<file path="config.mk">
export PLATFORM = sky130hd
export DESIGN_NAME = fetch_ctrl
export DESIGN_NICKNAME = d
export VERILOG_FILES = /design/src/rtl/fetch_ctrl.sv
export SDC_FILE = /design/constraint.sdc
export NUM_CORES = 1
export LEC_CHECK = 0
export CAP_MARGIN = 25
export CORE_MARGIN = 2
export CORE_UTILIZATION = 29
export DETAILED_ROUTE_END_ITERATION = 7
export HOLD_SLACK_MARGIN = 0.12
export PLACE_DENSITY = 0.57
export SLEW_MARGIN = 0
export SYNTH_ARGS = -nofsm -noshare
export SYNTH_HDL_FRONTEND = slang
export SYNTH_SLANG_ARGS = --single-unit
</file>
<file path="constraint.sdc">
create_clock -name clk -period 4.95 [get_ports clk]
set_clock_uncertainty 0.2 [all_clocks]
set_input_delay 1.485 -clock clk [delete_from_list [all_inputs] [get_ports clk]]
set_output_delay 1.485 -clock clk [all_outputs]
set_load 0.05 [all_outputs]
</file>
<file path="src/rtl/fetch_ctrl.sv">
// ---------------------------------------------------------------------------
// fetch_ctrl : fetch-stage sequencer.
//   Each cycle it selects the next PC, in priority order:
//     1. a live redirect
//     2. a redirect parked during a stall
//     3. PC + 4
//   It drives the fetch unit's write enable. Redirects that arrive while the
//   pipeline is stalled are parked. Misaligned or out-of-window PCs are
//   flagged on pc_err.
//
// Ports
//   clk             : system clock, all state updates on posedge
//   reset           : synchronous, active-high
//   stall           : freeze request from the hazard unit
//   redirect_valid  : D stage resolved a taken branch/jump
//   redirect_target : target address of that redirect
//   PC              : current PC fed back from the fetch unit
//   NPC             : next PC presented to the fetch unit (combinational)
//   IFU_en          : fetch unit PC write enable (combinational)
//   pc_err          : PC misaligned or outside [BASE, BASE + 4*IM_DEPTH)
//   pend_valid      : a parked redirect is held
//   state           : 0 = RUN, 1 = HOLD, 2 = HOLD_REDIR
//   fetch_cnt       : number of cycles in which the PC advanced
// ---------------------------------------------------------------------------
module fetch_ctrl #(
  parameter logic [31:0] BASE     = 32'h0000_3000,
  parameter int unsigned IM_DEPTH = 4096
) (
  input  logic        clk,
  input  logic        reset,
  input  logic        stall,
  input  logic        redirect_valid,
  input  logic [31:0] redirect_target,
  input  logic [31:0] PC,
  output logic [31:0] NPC,
  output logic        IFU_en,
  output logic        pc_err,
  output logic        pend_valid,
  output logic [1:0]  state,
  output logic [31:0] fetch_cnt
);

  typedef enum logic [1:0] {
    ST_RUN        = 2'd0,
    ST_HOLD       = 2'd1,
    ST_HOLD_REDIR = 2'd2
  } state_t;

  // First address past the legal fetch window.
  localparam logic [31:0] LIMIT = BASE + 32'(4 * IM_DEPTH);

  state_t      state_q, state_d;
  logic        pend_valid_q, pend_valid_d;
  logic [31:0] pend_target_q, pend_target_d;
  logic [31:0] fetch_cnt_q, fetch_cnt_d;
  logic        ifu_en_s;

  assign ifu_en_s = ~stall & ~reset;

  // Next-PC selection, write enable and address check.
  always_comb begin
    NPC    = PC + 32'd4;
    IFU_en = ifu_en_s;
    pc_err = 1'b0;
    if (redirect_valid) begin
      NPC = redirect_target;
    end else if (pend_valid_q) begin
      NPC = pend_target_q;
    end else begin
      NPC = PC + 32'd4;
    end
    // Informational only: does not gate IFU_en.
    if ((PC[1:0] != 2'b00) || (PC < BASE) || (PC >= LIMIT)) begin
      pc_err = 1'b1;
    end else begin
      pc_err = 1'b0;
    end
  end

  // FSM next state, parking register and fetch counter next values.
  always_comb begin
    state_d       = state_q;
    pend_valid_d  = pend_valid_q;
    pend_target_d = pend_target_q;
    fetch_cnt_d   = fetch_cnt_q;

    if (!stall) begin
      state_d = ST_RUN;
    end else begin
      case (state_q)
        ST_RUN:        state_d = redirect_valid ? ST_HOLD_REDIR : ST_HOLD;
        ST_HOLD:       state_d = redirect_valid ? ST_HOLD_REDIR : ST_HOLD;
        ST_HOLD_REDIR: state_d = ST_HOLD_REDIR;  // parked target kept even if redirect drops
        default:       state_d = ST_RUN;
      endcase
    end

    // Last redirect seen during a stall wins; any advancing edge consumes it.
    if (stall && redirect_valid) begin
      pend_valid_d  = 1'b1;
      pend_target_d = redirect_target;
    end else if (ifu_en_s) begin
      pend_valid_d  = 1'b0;
    end else begin
      pend_valid_d  = pend_valid_q;
    end

    if (ifu_en_s) begin
      fetch_cnt_d = fetch_cnt_q + 32'd1;  // wraps naturally at 2^32
    end else begin
      fetch_cnt_d = fetch_cnt_q;
    end
  end

  // State registers with synchronous reset.
  always_ff @(posedge clk) begin
    if (reset) begin
      state_q       <= ST_RUN;
      pend_valid_q  <= 1'b0;
      pend_target_q <= 32'h0000_0000;
      fetch_cnt_q   <= 32'h0000_0000;
    end else begin
      state_q       <= state_d;
      pend_valid_q  <= pend_valid_d;
      pend_target_q <= pend_target_d;
      fetch_cnt_q   <= fetch_cnt_d;
    end
  end

  assign pend_valid = pend_valid_q;
  assign state      = state_q;
  assign fetch_cnt  = fetch_cnt_q;

endmodule
</file>
==> out/metrics.cfg <==
[setup_path]
crit_required_ns = 3.26
crit_chain = dlygate4sd2_1 -> nand3_4 -> nor4_4 -> buf_6 -> nand3_2 -> nand3_1 -> or3b_4 -> buf_8
path_class = in -> out
worst-path-max-fanout = 5
cp-end-kind = output pin
critPathArrivalTime_ns = 3.14
slowest_stage = or3b_4
cpPeakStageDelay_ns = 0.39
start_kind = primary input

[die]
chipHeight_um = 122
fp.coreArea_sq_mm = 0.0137
pin_count = 137
rows = 43
dieArea_sq_mm = 0.0149
die_w_um = 122
start_util_pct = 29.4

[layout]
final_util_pct = 48.5
syn_to_final_growth_pct = 64.8
nets = 785
final_common_cell = nand2_1
fillCellCount = 1362
layout_common_cells = nand2_1 (123), clkdlybuf4s50_1 (78), dfxtp_1 (67), buf_4 (62), nor2_1 (42)
diodes = 0
drive_gt1_share_pct = 22.8

[pwr]
clkPwrFrac_pct = 41.2
switching_share_pct = 29.6
vdd_drop_max_uv = 167
intPower_mw = 1.19
seq_power_share_pct = 33.3
leakagePower_nw = 2.45
power.net_switching_uw = 501
p_comb_share_pct = 25.5
powerDensity_mw_per_mm2 = 254

[sta]
max_freq_mhz = 207
slew_headroom_pct = 49.4
rsz0062_at_grt = false
tightest_slew_ns = 0.759
finalHoldViolCount = 0
hold-worst-slack_ns = 0.253
final-max-slew-violation-count = 0
fin_crit_ns = 4.82
setup_violations = 0
finalCritPeriodShare_pct = 97.4

[cts]
clockBufferDepth = 2
cts.clk_slew.worst_paths_ns = 0.05
clock_sink_count = 67
clock_latency_ns = 0.34
hold_buffers = 0
cts-root-buf = clkbuf_16
h-tree-depth = 3
cts_made_buffers = 9
cts_tree = built

[logic_synthesis]
avgSynthCellArea_sq_um = 7.50
synth_area_sq_mm = 0.00404
synth_fp_nets = 610
yosysWarnings = 0
netlist_instances = 539
synth_edf_count = 0
ys_ff_latch = 67
ys.flop_type = dfxtp_1
async_reset_ff_share_pct = 0
ys_types = 44
seq_area_frac_synth_pct = 33.2

[run_status]
outcome = completed

[global_route]
grtUsageTotal_pct = 19.1
grt_start_max_net_pins = 68
grt_pass1_wl_um = 22400
grt_pass1_vias = 4370
grt_antenna_before_repair = 0
overflow = 0

[drt]
ant_nets = 0
wl_per_cell_um = 15.9
avgViaCountPerCell = 5.02
drc = 0
dr.pass1.iters = 5
route.vias.total = 4515
drt_iter0_drc = 247
drt_wl_total_um = 14300

[flow_run]
maxCapViolCount = 0

[placement]
dpl.hpwl_um = 10200
place.gp.congestion = 0.876
io_buffers = 136

[hold_path]
holdCritPathClass = reg -> reg

[final timing paths]
check	from	to	slack (ns)	depth (start not counted)
max	PC[6]	NPC[16]	0.13	8
min	pend_target_q[25]	pend_target_q[25]	0.25	2
max reg2reg	fetch_cnt[2]	fetch_cnt[9]	2.80	4
min reg2reg	pend_target_q[25]	pend_target_q[25]	0.25	2
[what timing repair did]
item,in CTS,in global routing
buffers inserted,1,0
hold endpoints to repair,0,0
pin swaps,10,3
endpoints found under the setup margin,24,10
resized for setup,44,14
gates cloned,1,0
[power by group through the flow]
stage / Combinational (mW) / Clock (mW) / Sequential (mW)
after floorplan: 0.188 / 0 / 0.583
after global placement: 0.424 / 0 / 0.575
after detailed placement: 0.427 / 0 / 0.575
after CTS: 0.432 / 0.718 / 0.563
after global routing: 0.454 / 0.743 / 0.565
final: 0.432 / 0.698 / 0.563
[registers in the layout (all words and copies together), names as in the netlist]
name           count
fetch_cnt         32
pend_valid         1
state              2
pend_target_q     32
[cells in the mapped netlist (14+ instances only)]
master | n | area, sq um
nand2_1 | 124 | 465
o221ai_1 | 14 | 123
o21ai_0 | 15 | 75.1
xor2_1 | 23 | 201
nor4_1 | 15 | 93.8
clkbuf_1 | 23 | 86.3
nor2_1 | 43 | 161
inv_1 | 16 | 60.1
nand4_1 | 19 | 119
nand3_1 | 21 | 105
dfxtp_1 | 67 | 1340
a21oi_1 | 39 | 195
xnor2_1 | 30 | 263
[metrics by stage]
stage                     instances  setup TNS [ns]  setup slack, ns  instance area, sq um  total power [mW]
after floorplan                 539          -0.180           -0.100                  4080             0.770
after global placement          881           -3.88           -0.246                  6220             0.999
after detailed placement        881           -3.71           -0.225                  6220              1.00
after CTS                       899               0           0.0593                  6630              1.71
after global routing            899               0          0.00428                  6660              1.76
final                           899               0            0.128                  6660              1.69
[critical path, delay by kind of cell]
kind / cells / cell delay (ns)
simple gates: 5 / 1.03
buf+inv: 3 / 0.62
[metal layers]
metal  up-vias  share of wire [%]  global-route usage, %
met5         -                  0                      0
met4         0                1.3                   6.39
met2       139                 47                   31.5
met3        17                6.2                   3.51
met1      2148                 46                   24.9
li1       2211                  -                      -
[final cells by class]
| cell class | instances | area (sq um) | area share [%] |
|---|---|---|---|
| Timing Repair Buffer | 197 | 2060 | 31.0 |
| Sequential cell | 67 | 1340 | 20.1 |
| Multi-Input combinational cell | 422 | 2650 | 39.8 |
| Inverter | 17 | 63.8 | 0.958 |
| Clock inverter | 6 | 88.8 | 1.33 |
| Clock buffer | 10 | 229 | 3.44 |
| Tap cell | 180 | 225 | 3.38 |
[cells by family after synthesis]
logic type | count (synthesis) | synth area share (%)
buffers and inverters | 50 | 5.08
AO/OA/AOI/OAI | 78 | 11.8
flip-flops | 67 | 33.2
AND/OR/NAND/NOR | 277 | 34.7
adder cells (fa/ha/maj) | 3 | 0.929
XOR/XNOR | 53 | 11.5
multiplexers | 11 | 2.79
(Power assumes the default switching activity.)
